$ cat src/rtl/avbus_fifo_slave.sv
// rtl/avbus_fifo_slave.sv - external-bus register slave with TX/RX word FIFOs
//
// Purpose:
//   This block is a slave on the bridge's external-bus port. It serves a small register bank,
//   a TX FIFO that carries words from the HPS to the fabric, and an RX FIFO that carries words
//   from the fabric to the HPS. It returns acknowledge, read data and a level interrupt.
//
// Optional feature macro: AVBUS_LOOPBACK_EN
//   When this macro is defined, CTRL[7] moves the TX head into the RX FIFO at one word per cycle.
//   While loopback is active, tx_valid and rx_ready are held low.
//   When the macro is undefined, CTRL[7] is only a storage bit.
//
// Ports:
//   clk_clk, reset_reset           clock and synchronous active-high reset
//   avbus_address[ADDR_W-1:0]      byte address; only bits [4:2] select a register
//   avbus_bus_enable               request, held by the bridge until acknowledge
//   avbus_byte_enable[3:0]         lane 0 gates CTRL and IRQ_EN writes
//   avbus_rw                       1 = read, 0 = write
//   avbus_write_data[31:0]         write data
//   avbus_read_data[31:0]          last read value, valid with acknowledge
//   avbus_acknowledge              one-cycle completion pulse
//   avbus_irq                      registered level interrupt
//   ctrl_out[7:0]                  CTRL register to fabric
//   tx_data/tx_valid/tx_ready      TX stream out, first-word-fall-through
//   rx_data/rx_valid/rx_ready      RX stream into the RX FIFO

module avbus_fifo_slave_fifo #(
  parameter int DEPTH_LOG2 = 4,
  parameter int W          = 32
) (
  input  logic                  clk,
  input  logic                  rst,
  input  logic                  push,
  input  logic [W-1:0]          push_data,
  input  logic                  pop,
  output logic [W-1:0]          head,
  output logic [DEPTH_LOG2:0]   count,
  output logic                  full,
  output logic                  empty
);
  localparam int DEPTH = 1 << DEPTH_LOG2;
  localparam int CW    = DEPTH_LOG2 + 1;

  logic [W-1:0]            mem_q [DEPTH];
  logic [W-1:0]            mem_d [DEPTH];
  logic [DEPTH_LOG2-1:0]   wr_ptr_q, wr_ptr_d;
  logic [DEPTH_LOG2-1:0]   rd_ptr_q, rd_ptr_d;
  logic [DEPTH_LOG2:0]     count_q, count_d;
  logic                    push_ok, pop_ok;

  // Full and empty are based on the state at the start of the cycle.
  // As a result, a push to a full FIFO is rejected even when a pop happens in the same cycle.
  assign full    = (count_q == CW'(DEPTH));
  assign empty   = (count_q == '0);
  assign push_ok = push && !full;
  assign pop_ok  = pop && !empty;
  assign head    = mem_q[rd_ptr_q];
  assign count   = count_q;

  always_comb begin
    mem_d    = mem_q;
    wr_ptr_d = wr_ptr_q;
    rd_ptr_d = rd_ptr_q;
    count_d  = count_q + CW'(push_ok) - CW'(pop_ok);
    if (push_ok) begin
      mem_d[wr_ptr_q] = push_data;
      wr_ptr_d        = wr_ptr_q + DEPTH_LOG2'(1);
    end
    if (pop_ok) begin
      rd_ptr_d = rd_ptr_q + DEPTH_LOG2'(1);
    end
  end

  always_ff @(posedge clk) begin
    if (rst) begin
      for (int i = 0; i < DEPTH; i++) begin
        mem_q[i] <= '0;
      end
      wr_ptr_q <= '0;
      rd_ptr_q <= '0;
      count_q  <= '0;
    end else begin
      mem_q    <= mem_d;
      wr_ptr_q <= wr_ptr_d;
      rd_ptr_q <= rd_ptr_d;
      count_q  <= count_d;
    end
  end
endmodule

module avbus_fifo_slave #(
  parameter int DEPTH_LOG2 = 4,
  parameter int ADDR_W     = 17
) (
  input  logic              clk_clk,
  input  logic              reset_reset,
  input  logic [ADDR_W-1:0] avbus_address,
  input  logic              avbus_bus_enable,
  input  logic [3:0]        avbus_byte_enable,
  input  logic              avbus_rw,
  input  logic [31:0]       avbus_write_data,
  output logic [31:0]       avbus_read_data,
  output logic              avbus_acknowledge,
  output logic              avbus_irq,
  output logic [7:0]        ctrl_out,
  output logic [31:0]       tx_data,
  output logic              tx_valid,
  input  logic              tx_ready,
  input  logic [31:0]       rx_data,
  input  logic              rx_valid,
  output logic              rx_ready
);
  typedef enum logic [1:0] {S_IDLE, S_ACCESS, S_ACK, S_DONE} state_t;

  localparam logic [2:0] R_CTRL     = 3'd0;
  localparam logic [2:0] R_STATUS   = 3'd1;
  localparam logic [2:0] R_TX_DATA  = 3'd2;
  localparam logic [2:0] R_RX_DATA  = 3'd3;
  localparam logic [2:0] R_IRQ_EN   = 3'd4;
  localparam logic [2:0] R_IRQ_STAT = 3'd5;

  state_t        state_q, state_d;
  logic          ack_q, ack_d;
  logic [31:0]   rdata_q, rdata_d;
  logic          irq_q, irq_d;
  logic [7:0]    ctrl_q, ctrl_d;
  logic [2:0]    irq_en_q, irq_en_d;
  logic          ovf_q, ovf_d;

  logic          ovf_set, ovf_clr;
  logic          bus_tx_push, bus_rx_pop;
  logic [2:0]    reg_sel;
  logic [2:0]    irq_stat;

  logic [31:0]   tx_head, rx_head;
  logic [DEPTH_LOG2:0] tx_count, rx_count;
  logic          tx_full, tx_empty, rx_full, rx_empty;
  logic          tx_pop, rx_push;
  logic [31:0]   rx_push_data;
  logic          lb_active, lb_move;
  logic          unused_ok;

  // Higher address bits alias the 8-register window; byte lanes above 0 never matter.
  assign reg_sel   = avbus_address[4:2];
  assign unused_ok = ^{avbus_address[ADDR_W-1:5], avbus_address[1:0], avbus_byte_enable[3:1]};

`ifdef AVBUS_LOOPBACK_EN
  assign lb_active = ctrl_q[7];
  assign lb_move   = lb_active && !tx_empty && !rx_full;
`else
  assign lb_active = 1'b0;
  assign lb_move   = 1'b0;
`endif

  // The fabric-side handshakes are blocked while loopback owns both FIFOs.
  // rx_ready is also held low while reset is asserted.
  assign tx_valid     = !lb_active && !tx_empty;
  assign tx_data      = tx_head;
  assign rx_ready     = !reset_reset && !lb_active && !rx_full;
  assign tx_pop       = (tx_valid && tx_ready) || lb_move;
  assign rx_push      = (rx_valid && rx_ready) || lb_move;
  assign rx_push_data = lb_move ? tx_head : rx_data;

  avbus_fifo_slave_fifo #(.DEPTH_LOG2(DEPTH_LOG2), .W(32)) u_tx_fifo (
    .clk       (clk_clk),
    .rst       (reset_reset),
    .push      (bus_tx_push),
    .push_data (avbus_write_data),
    .pop       (tx_pop),
    .head      (tx_head),
    .count     (tx_count),
    .full      (tx_full),
    .empty     (tx_empty)
  );

  avbus_fifo_slave_fifo #(.DEPTH_LOG2(DEPTH_LOG2), .W(32)) u_rx_fifo (
    .clk       (clk_clk),
    .rst       (reset_reset),
    .push      (rx_push),
    .push_data (rx_push_data),
    .pop       (bus_rx_pop),
    .head      (rx_head),
    .count     (rx_count),
    .full      (rx_full),
    .empty     (rx_empty)
  );

  assign irq_stat = {ovf_q, tx_empty, !rx_empty};

  always_comb begin
    state_d     = state_q;
    ack_d       = 1'b0;
    rdata_d     = rdata_q;
    ctrl_d      = ctrl_q;
    irq_en_d    = irq_en_q;
    ovf_set     = 1'b0;
    ovf_clr     = 1'b0;
    bus_tx_push = 1'b0;
    bus_rx_pop  = 1'b0;

    case (state_q)
      S_IDLE: begin
        if (avbus_bus_enable) begin
          state_d = S_ACCESS;
        end
      end
      S_ACCESS: begin
        // All side effects happen at the edge that ends this state.
        // The acknowledge pulse then appears in S_ACK.
        state_d = S_ACK;
        ack_d   = 1'b1;
        if (avbus_rw) begin
          case (reg_sel)
            R_CTRL:     rdata_d = {24'h0, ctrl_q};
            R_STATUS:   rdata_d = {8'h0, 8'(rx_count), 8'(tx_count),
                                   4'h0, rx_empty, rx_full, tx_empty, tx_full};
            R_RX_DATA: begin
              if (!rx_empty) begin
                rdata_d    = rx_head;
                bus_rx_pop = 1'b1;
              end else begin
                rdata_d = 32'h0;
              end
            end
            R_IRQ_EN:   rdata_d = {29'h0, irq_en_q};
            R_IRQ_STAT: rdata_d = {29'h0, irq_stat};
            default:    rdata_d = 32'h0;
          endcase
        end else begin
          case (reg_sel)
            R_CTRL: begin
              if (avbus_byte_enable[0]) ctrl_d = avbus_write_data[7:0];
            end
            R_TX_DATA: begin
              if (tx_full) ovf_set = 1'b1;
              else         bus_tx_push = 1'b1;
            end
            R_IRQ_EN: begin
              if (avbus_byte_enable[0]) irq_en_d = avbus_write_data[2:0];
            end
            R_IRQ_STAT: begin
              if (avbus_write_data[2]) ovf_clr = 1'b1;
            end
            default: ;
          endcase
        end
      end
      S_ACK:   state_d = S_DONE;
      // The bridge is still dropping bus_enable in this cycle, so the request is ignored here.
      S_DONE:  state_d = S_IDLE;
      default: state_d = S_IDLE;
    endcase

    // If the overflow flag is set and cleared in the same cycle, the set takes priority.
    ovf_d = ovf_q;
    if (ovf_clr) ovf_d = 1'b0;
    if (ovf_set) ovf_d = 1'b1;

    irq_d = |(irq_stat & irq_en_q);
  end

  always_ff @(posedge clk_clk) begin
    if (reset_reset) begin
      state_q  <= S_IDLE;
      ack_q    <= 1'b0;
      rdata_q  <= 32'h0;
      irq_q    <= 1'b0;
      ctrl_q   <= 8'h0;
      irq_en_q <= 3'h0;
      ovf_q    <= 1'b0;
    end else begin
      state_q  <= state_d;
      ack_q    <= ack_d;
      rdata_q  <= rdata_d;
      irq_q    <= irq_d;
      ctrl_q   <= ctrl_d;
      irq_en_q <= irq_en_d;
      ovf_q    <= ovf_d;
    end
  end

  assign avbus_acknowledge = ack_q;
  assign avbus_read_data   = rdata_q;
  assign avbus_irq         = irq_q;
  assign ctrl_out          = ctrl_q;
endmodule

$ cat config.mk
export PLATFORM = sky130hd
export DESIGN_NAME = avbus_fifo_slave
export DESIGN_NICKNAME = d
export VERILOG_FILES = /design/src/rtl/avbus_fifo_slave.sv
export SDC_FILE = /design/constraint.sdc
export NUM_CORES = 2
export LEC_CHECK = 0
export CAP_MARGIN = 10
export CORE_ASPECT_RATIO = 1.25
export CORE_MARGIN = 2
export CORE_UTILIZATION = 45
export CTS_CLUSTER_SIZE = 24
export DETAILED_ROUTE_END_ITERATION = 16
export GPL_ROUTABILITY_DRIVEN = 0
export PLACE_DENSITY = 0.66
export SKIP_LAST_GASP = 1
export SYNTH_ARGS = -nofsm -noshare
export SYNTH_HDL_FRONTEND = slang
export SYNTH_SLANG_ARGS = --single-unit
$ cat constraint.sdc
create_clock -name clk_clk -period 3 [get_ports clk_clk]
set_clock_uncertainty 0.05 [all_clocks]
set_input_delay 0.45 -clock clk_clk [delete_from_list [all_inputs] [get_ports clk_clk]]
set_output_delay 0.45 -clock clk_clk [all_outputs]
set_load 0.05 [all_outputs]
==> metrics.cfg <==
[outcome]
status = finished, violations left
violations = negative setup slack

[sta]
rsz0062_at_grt = yes
slew_violations = 0
period_needed_ns = 3.25
setup_ws_ns = -0.254
finalSetupViolCount = 32
tightest_slew_ns = 1.09
post-route-period-util = 1.08
hold_viol = 0
relSlewSlack = 0.276
clock.fmax_ghz = 0.307

[final_layout]
area_growth_syn_to_layout_pct = 14.8
fill_cells = 9549
stdcell_area_um2 = 56300
final_nets = 4975
drive_above_1_share = 0.155
final_util = 0.520
mostFrequentLayoutCell = dfxtp_1
final_cell_mix = 1090 x dfxtp_1, 1065 x nand2_1, 549 x nand2b_1, 548 x a21oi_1, 528 x mux2i_1

[global_route]
grt_max_degree = 273
antenna_found_initial = 7
grt_first_pass_wirelength_um = 212000
grt_use_total = 0.243
grt_pass1_vias = 35200
overflow = 0

[worst_hold_path]
hold_path_class = in2reg

[yosys]
synth_area_um2 = 49000
synth-edff-count = 0
synth.avg_cell_area_um2 = 9.97
ys_seq_elements = 1098
ys_async_sr_fraction = 0
yosysUniqueCellTypes = 53
synth_seq_area_share = 0.448
synth_cells = 4915
synthFlopType = dfxtp_1
yosys_warnings = 0
syn_nets = 5034

[job]
drv_cap = 0

[clock_network]
ctsRootBufferMaster = clkbuf_16
cts_hold_buf = 0
htreeDepth = 3
cts.path.max_buffers = 3
cts_tree = built
numCtsBuffers = 109
clock-sinks = 1098
clkSlewWorstSetupHoldPaths_ns = 0.07
clock_latency_ns = 0.72

[routing]
vias_per_cell = 5.56
ant_nets = 0
drc = 0
drtIter0Drc = 2667
wire_per_inst_um = 21.7
dr.pass1.iters = 9
wirelength_um = 139000
vias = 35500

[worst_setup_path]
critical_path_class = reg2out
cp-start-kind = flip-flop
crit_fanout = 5
required_ns = 2.50
crit_path_end_kind = primary output
arrival_ns = 2.75

[power_and_ir_drop]
powerDensity_nw_per_um2 = 595
p_leak_nw = 21.9
ir_drop_mv = 0.499

[floorplanning]
core_um2 = 108000
io_pins = 167
fp.dieH_um = 373
dieArea_um2 = 112000
start_util = 0.453
rows = 135
die_x_um = 299

[placement]
dp_hpwl_um = 81900
place_area_um2 = 52000
io_buffers = 149

-- what timing repair did --
| item | CTS | global route |
|---|---|---|
| resized for setup | 28 | 13 |
| cloned | 8 | 7 |
| setup endpoints to repair | 34 | 35 |
| setup buffers | 5 | 2 |
| endpoints found under the hold margin | 0 | 0 |
-- flip-flops by register name (all words and copies together) (netlist names) --
name                count
u_tx_fifo.wr_ptr_q      4
u_rx_fifo.rd_ptr_q      4
u_rx_fifo.count         5
u_tx_fifo.count         5
avbus_acknowledge       1
ctrl_out                8
u_tx_fifo.mem_q       512
ovf_q                   1
u_tx_fifo.rd_ptr_q      4
irq_en_q                3
avbus_read_data        32
u_rx_fifo.wr_ptr_q      4
avbus_irq               1
state_q                 2
u_rx_fifo.mem_q       512
-- synthesized netlist by cell type (4+ instances only) --
library cell / number / area [µm²]
nand3_4: 7 / 123
a222oi_1: 14 / 140
and4_1: 4 / 35.0
mux2_2: 48 / 541
nor2_1: 38 / 143
nand2b_1: 549 / 3430
ha_1: 26 / 325
clkbuf_1: 340 / 1280
and3_1: 5 / 31.3
mux2i_1: 528 / 5290
xor2_1: 5 / 43.8
a21oi_1: 550 / 2750
nor3_1: 10 / 50.1
a22oi_1: 31 / 233
nor4_4: 7 / 149
inv_1: 31 / 116
xnor2_1: 11 / 96.3
nor2b_1: 14 / 87.6
dfxtp_1: 1098 / 22000
nand4_1: 21 / 131
mux4_1: 18 / 473
nand2_1: 1069 / 4010
nand3_1: 11 / 55.1
buf_2: 104 / 521
buf_6: 28 / 315
mux4_2: 271 / 6100
buf_4: 8 / 60.1
nor4_2: 6 / 75.1
nor3b_1: 6 / 45.0
buf_1: 23 / 86.3
-- critical path: stages, from the launching register on --
cell and delay (ns):
dfxtp_4 0.42, buf_12 0.18, clkbuf_16 0.18, mux4_2 0.50, mux4_2 0.57, buf_6 0.19
-- where the power goes --
group | internal (mW) | switching, mW
registers | 14.7 | 0.141
clock network | 8.00 | 6.03
logic | 2.07 | 2.47
-- routing by layer --
metal,global-route usage,share of wire,wire (µm),vias up
li1,-,-,-,16700
met1,0.307,0.41,57200,17500
met2,0.411,0.49,67700,1056
met3,0.0466,0.066,9120,299
met4,0.0899,0.034,4750,10
met5,0,0.00049,68,-
-- final cells by class --
class                           instances  area (µm²)  share of cell area
Antenna cell                            2        5.00           0.0000890
Timing Repair Buffer                  333        3790              0.0674
Sequential cell                      1098       22000               0.391
Multi-Input combinational cell       3283       24900               0.442
Clock buffer                          163        3230              0.0575
Clock inverter                         36         462             0.00821
Inverter                               31         116             0.00207
Tap cell                             1438        1800              0.0320
-- path summary, 6_finish.rpt --
check                        startpoint                    end  slack [ns]  cells after the start
setup / recovery  u_tx_fifo.rd_ptr_q[0]             tx_data[0]       -0.25                      5
hold / removal              reset_reset  u_rx_fifo.wr_ptr_q[3]        0.32                      3
setup reg to reg     u_rx_fifo.count[3]     u_rx_fifo.count[4]        0.19                     14
hold reg to reg    u_rx_fifo.mem_q[454]   u_rx_fifo.mem_q[454]        0.40                      2
-- stage by stage --
stage                     setup TNS, ns  power (mW)  setup WS [ns]  cells  hold slack (ns)
final                             -6.87        33.5         -0.254   6384            0.320
after global routing              -8.92        34.6         -0.306   6382            0.323
after CTS                         -8.28        33.4         -0.310   6373            0.281
after detailed placement         -0.132        19.0        -0.0946   6161            0.393
after global placement           -0.177        18.9         -0.135   6161            0.387
after floorplan                       0        17.8         0.0231   4915            0.382
-- kinds of logic after synthesis --
| family | share of synthesized area |
|---|---|
| buffers and inverters | 0.0484 |
| flip-flops | 0.448 |
| adder cells (fa/ha/maj) | 0.00745 |
| multiplexers | 0.253 |
| AO/OA/AOI/OAI | 0.0661 |
| AND/OR/NAND/NOR | 0.174 |
| XOR/XNOR | 0.00286 |
No activity file was read; power rests on OpenSTA's default activity.
